==> config.mk <==
export PLATFORM = sky130hd
export DESIGN_NAME = udp_tx_arbiter
export DESIGN_NICKNAME = d
export VERILOG_FILES = /design/src/rtl/udp_tx_arbiter.sv
export SDC_FILE = /design/constraint.sdc
export NUM_CORES = 1
export LEC_CHECK = 0
export ABC_AREA = 1
export CORE_UTILIZATION = 35
export CTS_CLUSTER_DIAMETER = 80
export DETAILED_ROUTE_END_ITERATION = 12
export PLACE_DENSITY = 0.65
export SYNTH_ARGS = -nofsm -noshare
export SYNTH_HDL_FRONTEND = slang
export SYNTH_SLANG_ARGS = --single-unit
==> constraint.sdc <==
create_clock -name gmii_tx_clk -period 2 [get_ports gmii_tx_clk]
set_input_delay 0.6 -clock gmii_tx_clk [delete_from_list [all_inputs] [get_ports gmii_tx_clk]]
set_output_delay 0.6 -clock gmii_tx_clk [all_outputs]
set_load 0.01 [all_outputs]
==> src/rtl/udp_tx_arbiter.sv <==
// Round-robin arbiter that shares the udp core's single transmit interface between two
// packet sources, with a minimum inter-packet gap and a SEND watchdog.
module udp_tx_arbiter #(
  parameter logic [15:0] MAX_BYTES   = 16'd1472,
  parameter int          IFG_CYCLES  = 16,
  parameter logic [23:0] TIMEOUT_CYC = 24'd200000
) (
  input  logic        gmii_tx_clk,
  input  logic        rst_n,
  input  logic [1:0]  src_req,
  input  logic [31:0] src_byte_num,
  input  logic [15:0] src_data,
  output logic [1:0]  src_rd_en,
  output logic [1:0]  src_grant,
  output logic [1:0]  src_done,
  output logic [1:0]  src_err,
  output logic        tx_start_en,
  output logic [15:0] tx_byte_num,
  output logic [7:0]  tx_data,
  input  logic        tx_req,
  input  logic        tx_done,
  output logic        busy
);

  typedef enum logic [1:0] {IDLE, START, SEND, GAP} state_t;

  localparam logic [15:0] IFG_LAST  = 16'(IFG_CYCLES - 1);
  localparam logic [23:0] WDOG_LAST = TIMEOUT_CYC - 24'd1;

  state_t      state;
  logic        g;        // index of the source being served
  logic        ptr;      // source favoured when both request
  logic        rd_q;     // a byte was strobed last cycle, so src_data is valid now
  logic [15:0] len;
  logic [15:0] sent;
  logic [15:0] ifg;
  logic [23:0] wdog;

  logic        pick_g;
  logic [15:0] pick_len;

  // NOTE: every signal written in always_comb gets a default first, so no latch is inferred.
  always_comb begin
    pick_g = src_req[1];
    if (src_req == 2'b11) pick_g = ptr;
    pick_len = pick_g ? src_byte_num[31:16] : src_byte_num[15:0];
  end

  // Strobes stop once len bytes have gone out, even if the udp core keeps asking.
  always_comb begin
    src_rd_en = 2'b00;
    if (state == SEND && tx_req && sent < len) src_rd_en[g] = 1'b1;
  end

  assign tx_data = (rd_q && src_grant[g]) ? (g ? src_data[15:8] : src_data[7:0]) : 8'h00;
  assign busy    = (state != IDLE);

  // NOTE: sequential state uses non-blocking assignments so every register sees pre-edge values.
  always_ff @(posedge gmii_tx_clk or negedge rst_n) begin
    if (!rst_n) begin
      state       <= IDLE;
      g           <= 1'b0;
      ptr         <= 1'b0;
      rd_q        <= 1'b0;
      len         <= '0;
      sent        <= '0;
      ifg         <= '0;
      wdog        <= '0;
      src_grant   <= 2'b00;
      src_done    <= 2'b00;
      src_err     <= 2'b00;
      tx_start_en <= 1'b0;
      tx_byte_num <= '0;
    end else begin
      tx_start_en <= 1'b0;
      src_done    <= 2'b00;
      src_err     <= 2'b00;
      rd_q        <= |src_rd_en;
      case (state)
        IDLE: begin
          if (|src_req) begin
            g   <= pick_g;
            len <= pick_len;
            ifg <= '0;
            if (pick_len == 16'd0) begin
              src_done[pick_g] <= 1'b1;
              state            <= GAP;
            end else if (pick_len > MAX_BYTES) begin
              src_err[pick_g] <= 1'b1;
              state           <= GAP;
            end else begin
              src_grant[pick_g] <= 1'b1;
              tx_byte_num       <= pick_len;
              state             <= START;
            end
          end
        end
        START: begin
          tx_start_en <= 1'b1;
          sent        <= '0;
          wdog        <= '0;
          state       <= SEND;
        end
        SEND: begin
          wdog <= wdog + 24'd1;
          if (|src_rd_en) sent <= sent + 16'd1;
          // tx_done takes precedence over a watchdog expiry in the same cycle.
          if (tx_done) begin
            src_done[g] <= 1'b1;
            src_grant   <= 2'b00;
            ifg         <= '0;
            state       <= GAP;
          end else if (wdog == WDOG_LAST) begin
            src_err[g] <= 1'b1;
            src_grant  <= 2'b00;
            ifg        <= '0;
            state      <= GAP;
          end
        end
        GAP: begin
          if (ifg == IFG_LAST) begin
            ptr   <= ~g;
            state <= IDLE;
          end else begin
            ifg <= ifg + 16'd1;
          end
        end
        default: state <= IDLE;
      endcase
    end
  end

endmodule

# Word-level counts from Yosys, hierarchy flattened
# Cells that the tools add are included.
[op_classes]
n_mux = 43
addsub = 3
bitwise = 4
div_mod_pow = 0
multipliers = 0
n_eq_ne = 13
shifts = 0
reduce_logical = 20
n_lt_le_gt_ge = 6
[op_table]
columns = ["cell", "count"]
rows = [
  ["two-way mux 16 bit", 6],
  ["one-hot mux 16 bit (3 select lines)", 1],
  ["one-hot mux 24 bit (2 select lines)", 1],
  ["two-way mux 2 bit", 20],
  ["adder 16 x 1 -> 16 bit (second input constant)", 2],
  ["one-hot mux 16 bit (2 select lines)", 1],
  ["adder 24 x 1 -> 24 bit (second input constant)", 1],
  ["equality test 24 x 18 -> 1 bit (second input constant)", 1],
  ["equality test 16 x 4 -> 1 bit (second input constant)", 1],
  ["> comparator 16 x 11 -> 1 bit (second input constant)", 1],
  ["zero test 16 bit", 1],
  ["less-than comparator 16 bit", 1],
  ["two-way mux 8 bit", 2],
  ["one-hot mux 2 bit (2 select lines)", 3],
  ["!= test 2 bit (second input constant)", 5],
  ["one-hot mux 2 bit (4 select lines)", 1],
  ["AND reduction 4 bit", 2],
  ["equality test 2 bit (second input constant)", 3],
  ["two-way mux 1 bit", 6],
  ["AND reduction 2 bit", 3],
  ["nonzero test 2 bit", 3],
  ["logical AND 1 bit", 5],
  ["AND reduction 5 bit", 1],
  ["less-than comparator 1 x 2 -> 1 bit (second input constant)", 2],
  ["11 further kinds", 16],
]
[word_totals]
romBits = 0
elab_cells = 102
register_bits = 100
ram_bits = 0
latch_bits = 0
n_memories = 0
in_bits = 54
out_inout_bits = 34

# Longest topological paths before layout
[depth]
depth_word = 11
depth_mapped = 16
mapped_depth_nobuf = 14

# Worst setup path before layout
# OpenSTA, ideal clock, no wires.
[synth_timing]
path_kind = "register to output"
start = "reg sent[5]"
end = "out src_rd_en[0]"
path_buffers = 1
arrival_time_ns = 1.626
path_slack_ns = -0.226
required_time_ns = 1.400
path_stages_with_launch = 10
path_cell_list = "dfrtp_1 ha_1 a21oi_1 nor2_1 a211oi_1 o21ai_0 nand2_1 nand2_1 clkbuf_1 nor2_1"
[synth_between]
elab_chain_len = 3
[synth_lines]
columns = ["element", "line", "text"]
rows = [
  ["start, declared", "35", "logic [15:0] sent;"],
  ["start signal, assigned", "106", "if (|src_rd_en) sent <= sent + 16'd1;"],
  ["less-than comparator 16 bit", "52", "if (state == SEND && tx_req && sent < len) src_rd_en[g] = 1'b1;"],
  ["logical AND 1 bit", "52", ""],
  ["two-way mux 2 bit", "52", ""],
  ["end, declared", "13", "output logic [1:0] src_rd_en,"],
]
# Every way passes these cells.

# Final worst setup path
[layout_timing]
start = "reg len[9]"
end = "out src_rd_en[1]"
[layout_between]
elab_chain_len = 3
[layout_lines]
columns = ["element", "line", "text"]
rows = [
  ["start, declared", "34", "logic [15:0] len;"],
  ["start signal, assigned", "83", "len <= pick_len;"],
  ["less-than comparator 16 bit", "52", ""],
  ["logical AND 1 bit", "52", ""],
  ["two-way mux 2 bit", "52", ""],
]
# Every way passes these cells.

==> run summary <==
outcome -> complete, but fails checks
failing checks -> setup timing
Synth Instances -> 818
final-report setup violation count -> 7
DR WL/cell -> 13.4 µm
Yosys cell types -> 37
Die H -> 133 µm
critical-path maximum fanout -> 3
Starting DRT DRC Count -> 387
Mean Syn Cell Area -> 7.36 µm²
most frequent cells in the layout -> 186 x nand2_1, 100 x dfrtp_1, 99 x buf_4, 95 x inv_1, 67 x clkdlybuf4s50_1
Storage cell area -> 2500 µm²
hold-fix buffer count after cts -> 0
Final HPWL DP -> 11.7 mm
area of the multi-input gates -> 3450 µm²
area leader, netlist -> dfrtp_1
Worst-Margin Slew -> 468 ps
WL final -> 16.5 mm
GPL Wtd Cong -> 0.866
I/O Buffers -> 87
die width -> 133 µm
Max-Slew Margin vs Limit -> 68.5%
Slew Limit Fails -> 0
total power -> 8540 µW
Area growth syn-to-layout -> 46.8%
async set or reset register ratio after synthesis -> 100%
critical-path cell list -> inv_1 -> ha_1 -> a21oi_1 -> nand3b_1 -> a21oi_2 -> nor2_2 -> nand2_4 -> nor2_4 -> buf_6
critical path type -> reg -> out
core box area -> 16,700 µm²
Worst EP required -> 1400 ps
largest net degree at the start of global routing -> 73
CP arrival -> 1830 ps
VDD IR max -> 0.550 mV
Ys Warns -> 0
commonest non-fill, non-tap cell in the layout -> nand2_1
via count -> 5,921
Vias/cell -> 4.79
number of synthesized flops with an enable pin -> 0
Hold Fails Final Rpt -> 0
max_cap viols -> 0
dpl ws -> -732 ps
top cells by area, synth -> dfrtp_1 42%, nand2_1 14%, inv_1 6.7%
startpoint types -> flop
#FFs+latches synth -> 100
n_diodes -> 0
die area -> 17,700 µm²
gr ovfl total -> 0
nets -> 1,091
worst-skew pair later-pin latency -> 340 ps
syn nets -> 895
slowest CP cell -> dfrtp_1
Layout Cells excl Fill -> 1,237
Hold Path Class -> in -> async
vias in the first global route -> 5,622
Crit. End Element -> output port
share of layout cells above drive strength 1 -> 25.4%
Post-DRT Antenna Nets -> 0
final worst slack -> -430 ps
post-synth top area share -> 41.6%
leak pwr -> 0.00421 µW
Clock Sinks -> 100
# IOs -> 88
FP Rows -> 47
initial antenna violation count -> 0
# DRC -> 0
First-pass DRT Iterations -> 5
PwrDens -> 966 nW/µm²
total CTS buffers -> 9
FILL cells -> 1,583
FMAX -> 411 MHz
Clock Path Buffers -> 2
first-pass GRT wire length -> 26.7 mm
final period utilization -> 122%
initial core utilization -> 36.1%
clk_skew -> 5.66 ps
htree depth -> 3
Reg clk slew, reported paths -> 60 ps
CP peak stage delay -> 340 ps
dominant synthesized flop cell -> dfrtp_1
root buf cell -> clkbuf_16
Final min period -> 2430 ps
overall global routing resource usage -> 18.7%
sequential area share after synthesis -> 41.6%
Placed Instances -> 1,201
Mapped Area -> 6020 µm²
TritonCTS clock tree -> done
unrepaired setup endpoints after global routing -> true
## kinds of logic after synthesis
family                     after synthesis  synth area share [%]
AOI/OAI and AO/OA                      115                  10.8
adders and majority gates               23                  4.78
buffers and inverters                  131                  8.87
and+or+nand+nor                        428                  30.9
DFF                                    100                  41.6
xor gates and xnor gates                21                  3.05
## layer usage
layer / vias up / GRT usage, % / wire [µm]
met5: - / 0 / 0
met4: 0 / 5.93 / 233
met3: 16 / 3.77 / 520
met2: 93 / 31.6 / 8380
met1: 2767 / 23.9 / 7390
li1: 3045 / - / -
## cell type report
class	instances	share of cell area, %
multi-input combinational	588	39.1
sequential	100	28.3
timing repair buffer	206	21.9
inverter	109	4.69
tap	220	3.11
clock buffer	11	2.75
clock inverter	3	0.170
## sequential cells by signal, indices dropped and copies added (netlist names)
name / flops
src_err: 2
len: 16
sent: 16
tx_start_en: 1
src_grant: 2
wdog: 24
src_done: 2
state: 2
ptr: 1
tx_byte_num: 16
rd_q: 1
ifg: 16
g: 1
## final timing paths
kind,start,endpoint,slack [ps],cells after the start
max in group asynchronous,rst_n,state[0],1400,2
hold / removal,rst_n,ifg[2],260,2
setup reg to reg,len[9],sent[6],20,12
setup / recovery,len[9],src_rd_en[1],-430,9
min in group gmii_tx_clk,len[6],len[6],490,2
hold reg to reg,len[6],len[6],490,2
## cell usage after synthesis (3+ instances only)
master and instances:
buf_6 4, nor2_1 79, o31ai_1 6, buf_2 4, nand4_1 23, xor2_1 19, a21oi_1 35, o21a_1 4
o21ai_2 6, clkbuf_1 12, a211oi_1 3, inv_1 108, o21ai_1 5, nand3_1 66, ha_1 23, o21ai_0 48
dfrtp_1 100, nor3_1 21, nand2_1 219, nand3b_1 8
## stage by stage
step                area [µm²]  utilization (%)  hold WS, ps  setup TNS (ps)
finish                    8840             52.9          257           -1060
global route              8840             52.9          297           -3420
CTS                       8300             49.7          292           -1960
detailed placement        7870             47.1          452          -34130
global placement          7870             47.1          456          -32080
floorplan                 6050                -          304            -182
## critical path: cells and delay by family (launching register included)
family | cells | cell delay (ps)
DFF | 1 | 340
and+or+nand+nor | 4 | 460
AOI/OAI and AO/OA | 2 | 220
adders and majority gates | 1 | 310
buffers and inverters | 2 | 150
## power by group
| part | internal (µW) | total (µW) | switching [µW] |
|---|---|---|---|
| clock network | 859 | 1600 | 742 |
| registers | 2420 | 2660 | 248 |
| logic | 1990 | 4270 | 2290 |
| total | 5260 | 8540 | 3280 |
## what timing repair did
action / in CTS / in global routing
resized for setup: 84 / 114
endpoints found under the hold margin: 0 / 0
cloned: 1 / 6
setup buffers: 7 / 10
pin swaps: 13 / 48
setup endpoints to repair: 75 / 66
(Power assumes the default switching activity.)
==> edit: new RTL, config.mk and constraints unchanged <==
The 4 states of `state_t` get a Gray code encoding in 2 bits.
--- a/src/rtl/udp_tx_arbiter.sv
+++ b/src/rtl/udp_tx_arbiter.sv
@@ -23,5 +23,5 @@
 );
 
-  typedef enum logic [1:0] {IDLE, START, SEND, GAP} state_t;
+  typedef enum logic [1:0] {IDLE = 2'b00, START = 2'b01, SEND = 2'b11, GAP = 2'b10} state_t;
 
   localparam logic [15:0] IFG_LAST  = 16'(IFG_CYCLES - 1);
Formal check against the unedited RTL: no difference found for any inputs over 10 cycles, from zero or initial values and one cycle with rst_n low; not proved beyond that.
==> edit against the unedited design <==
- the flow still finishes with violations (setup timing)
- worst setup slack worse by 0.069 ns
- area after synthesis rose by 2.2%
- critical path depth did not move
- wire length grew 4.1%
- largest cell class unchanged
- sequential cell count did not move
- critical endpoint unchanged
- utilization rose by 1.1 points
- design area grew 5.3%
Power is not compared: it rests on default switching activity, and its combinational part moved more than twofold at a synthesized area within 25%.
==> edit: results (changes against the unedited design) <==
stage,metric,value,unit,change
power,internal power,3560,uW,
power,"IR drop worst, VDD",463,uV,
synthesis,syn nets,911,,was 895
timing,clk_skew,0.00817,ns,was 0.00566 ns
synthesis,Post-Synth XOR/XNOR Area,0.0327,,was 0.0305
drt,routed vias/inst,4.88,,was 4.79
synthesis,register area share after synthesis,0.406,,was 0.416
final_layout,# fillers,1536,,was 1583
synthesis,ys flop type,dfrtp_1,,unchanged
global_route,pin count of the biggest net entering global routing,46,,was 73
power,Leakage,0.00444,uW,
synthesis,"top cells by count, synth","222 x nand2_1, 100 x dfrtp_1, 93 x inv_1",,"was 219 x nand2_1, 108 x inv_1, 100 x dfrtp_1"
synthesis,Yosys cell types,44,,was 37
synthesis,Adder-Cell Fraction of Synth Area,0.0467,,was 0.0478
global_route,vias in the first global route,5572,,was 5622
clock_network,"CTS clk-pin slew, worst paths",0.07,ns,
critical_path,Critical Path End,src_rd_en[1],,unchanged
critical_path,Worst R2R Start,sent[1],,was len[9]
outcome,failing checks,setup timing,,unchanged
synthesis,compound-cell area share of the yosys netlist,0.0896,,was 0.108
final_layout,share of cells above drive strength 1,0.297,,was 0.254
timing,worst setup margin,-0.500,ns,was -0.430 ns
drt,initial drt markers,404,,was 387
clock_network,CTS root buf,clkbuf_16,,unchanged
final_layout,Final #Nets,1116,,was 1091
synthesis,post-synthesis mux area share,0.00488,,was 0
clock_network,CTS resizes,78,,was 84
timing,final setup vio count,41,,was 7
global_route,initial antenna violation count,0,,unchanged
final_layout,ANT cells,0,,unchanged
final_layout,max reg flops,24,,unchanged
synthesis,synth warn,0,,unchanged
global_route,Total GRT Usage,0.188,,was 0.187
outcome,status,"finished, violations left",,unchanged
drt,drt drc,0,,unchanged
synthesis,ys async rst share,1.00,,unchanged
place,placed cells,1226,,was 1201
critical_path,R2R Path End,sent[7],,was sent[6]
clock_network,setup bufs post-CTS,8,,was 7
global_route,first-pass GRT wire length,26.9,mm,was 26.7 mm
place,pre-CTS setup slack,-0.702,ns,was -0.732 ns
timing,final hold vios,0,,unchanged
synthesis,Synth area leaders,"dfrtp_1 41%, nand2_1 14%, nand3_1 6.3%, inv_1 5.7%, ha_1 4.7%",,"was dfrtp_1 42%, nand2_1 14%, inv_1 6.7%, nand3_1 5.5%, nor2_1 4.9%"
critical_path,Worst R2R Path Depth,14,,was 12
drt,DR WL/cell,13.6,um,was 13.4 um
timing,Fin Hold WS,0.154,ns,was 0.257 ns
critical_path,worst setup path start,len[11],,was len[9]
critical_path,crit-path max FO,2,,was 3
synthesis,Syn Inst Count,834,,was 818
critical_path,internal reg-to-reg setup slack,-0.06,ns,was 0.02 ns
drt,WL final,17.2,mm,was 16.5 mm
place,HPWL after DPL,12.1,mm,was 11.7 mm
critical_path,Crit path arrival time,1.90,ns,was 1.83 ns
place,GP Congestion,0.875,,was 0.866
timing,setup_tns,-2.71,ns,was -1.06 ns
timing,actual slew at the worst max-slew pin,0.470,ns,was 0.468 ns
place,placed cell areas,8070,um^2,was 7870 um^2
## edit: cell types whose count changed in the layout (fill, tap and decap cells not counted), moves of 5 or more
| cell | change |
|---|---|
| nand2_4 | +7 |
| nand2_2 | +9 |
| nor2_1 | -5 |
| buf_6 | +10 |
| nand3_1 | +9 |
| dlymetal6s2s_1 | -5 |
| inv_1 | -16 |
| inv_2 | +7 |
| nor4_1 | +7 |
| o31ai_1 | -5 |
| a21oi_1 | -13 |
## edit: cell type report
cell class / count / area [um^2] / share of cell area
clock inverter: 5 / 100 / 0.0108
sequential: 100 / 2500 / 0.269
clock buffer: 11 / 233 / 0.0250
inverter: 102 / 390 / 0.0419
tap: 225 / 282 / 0.0302
timing repair buffer: 218 / 2110 / 0.226
multi-input combinational: 608 / 3690 / 0.397
## edit: power groups by stage
stage          Sequential [uW]  Combinational, uW  Clock, uW
6_report                  2070                570       1980
5_1_grt                   2080                630       2100
4_1_cts                   2070                500       2030
3_5_place_dp              2110                477          0
3_3_place_gp              2110                473          0
2_1_floorplan             2110                181          0
## edit: metal layers
metal | vias to the layer above | wire length (um) | GRT usage
met4 | 0 | 273 | 0.0543
li1 | 3127 | - | -
met2 | 129 | 8560 | 0.313
met1 | 2912 | 7720 | 0.250
met3 | 22 | 643 | 0.0323
met5 | - | 0 | 0
## edit: worst max-delay path, stage by stage (launching register included)
cell	delay, ns
dfrtp_1	0.40
inv_2	0.08
ha_4	0.21
a21oi_2	0.14
o31ai_2	0.09
a21oi_2	0.16
nand3b_1	0.15
buf_6	0.15
nor2_4	0.07
buf_6	0.10
## edit: cells by family after synthesis
kind of cell,Yosys count
xor+xnor,23
compound gates,98
flops,100
mux,3
simple gates,459
buf+inv,128
fa+ha+maj,23
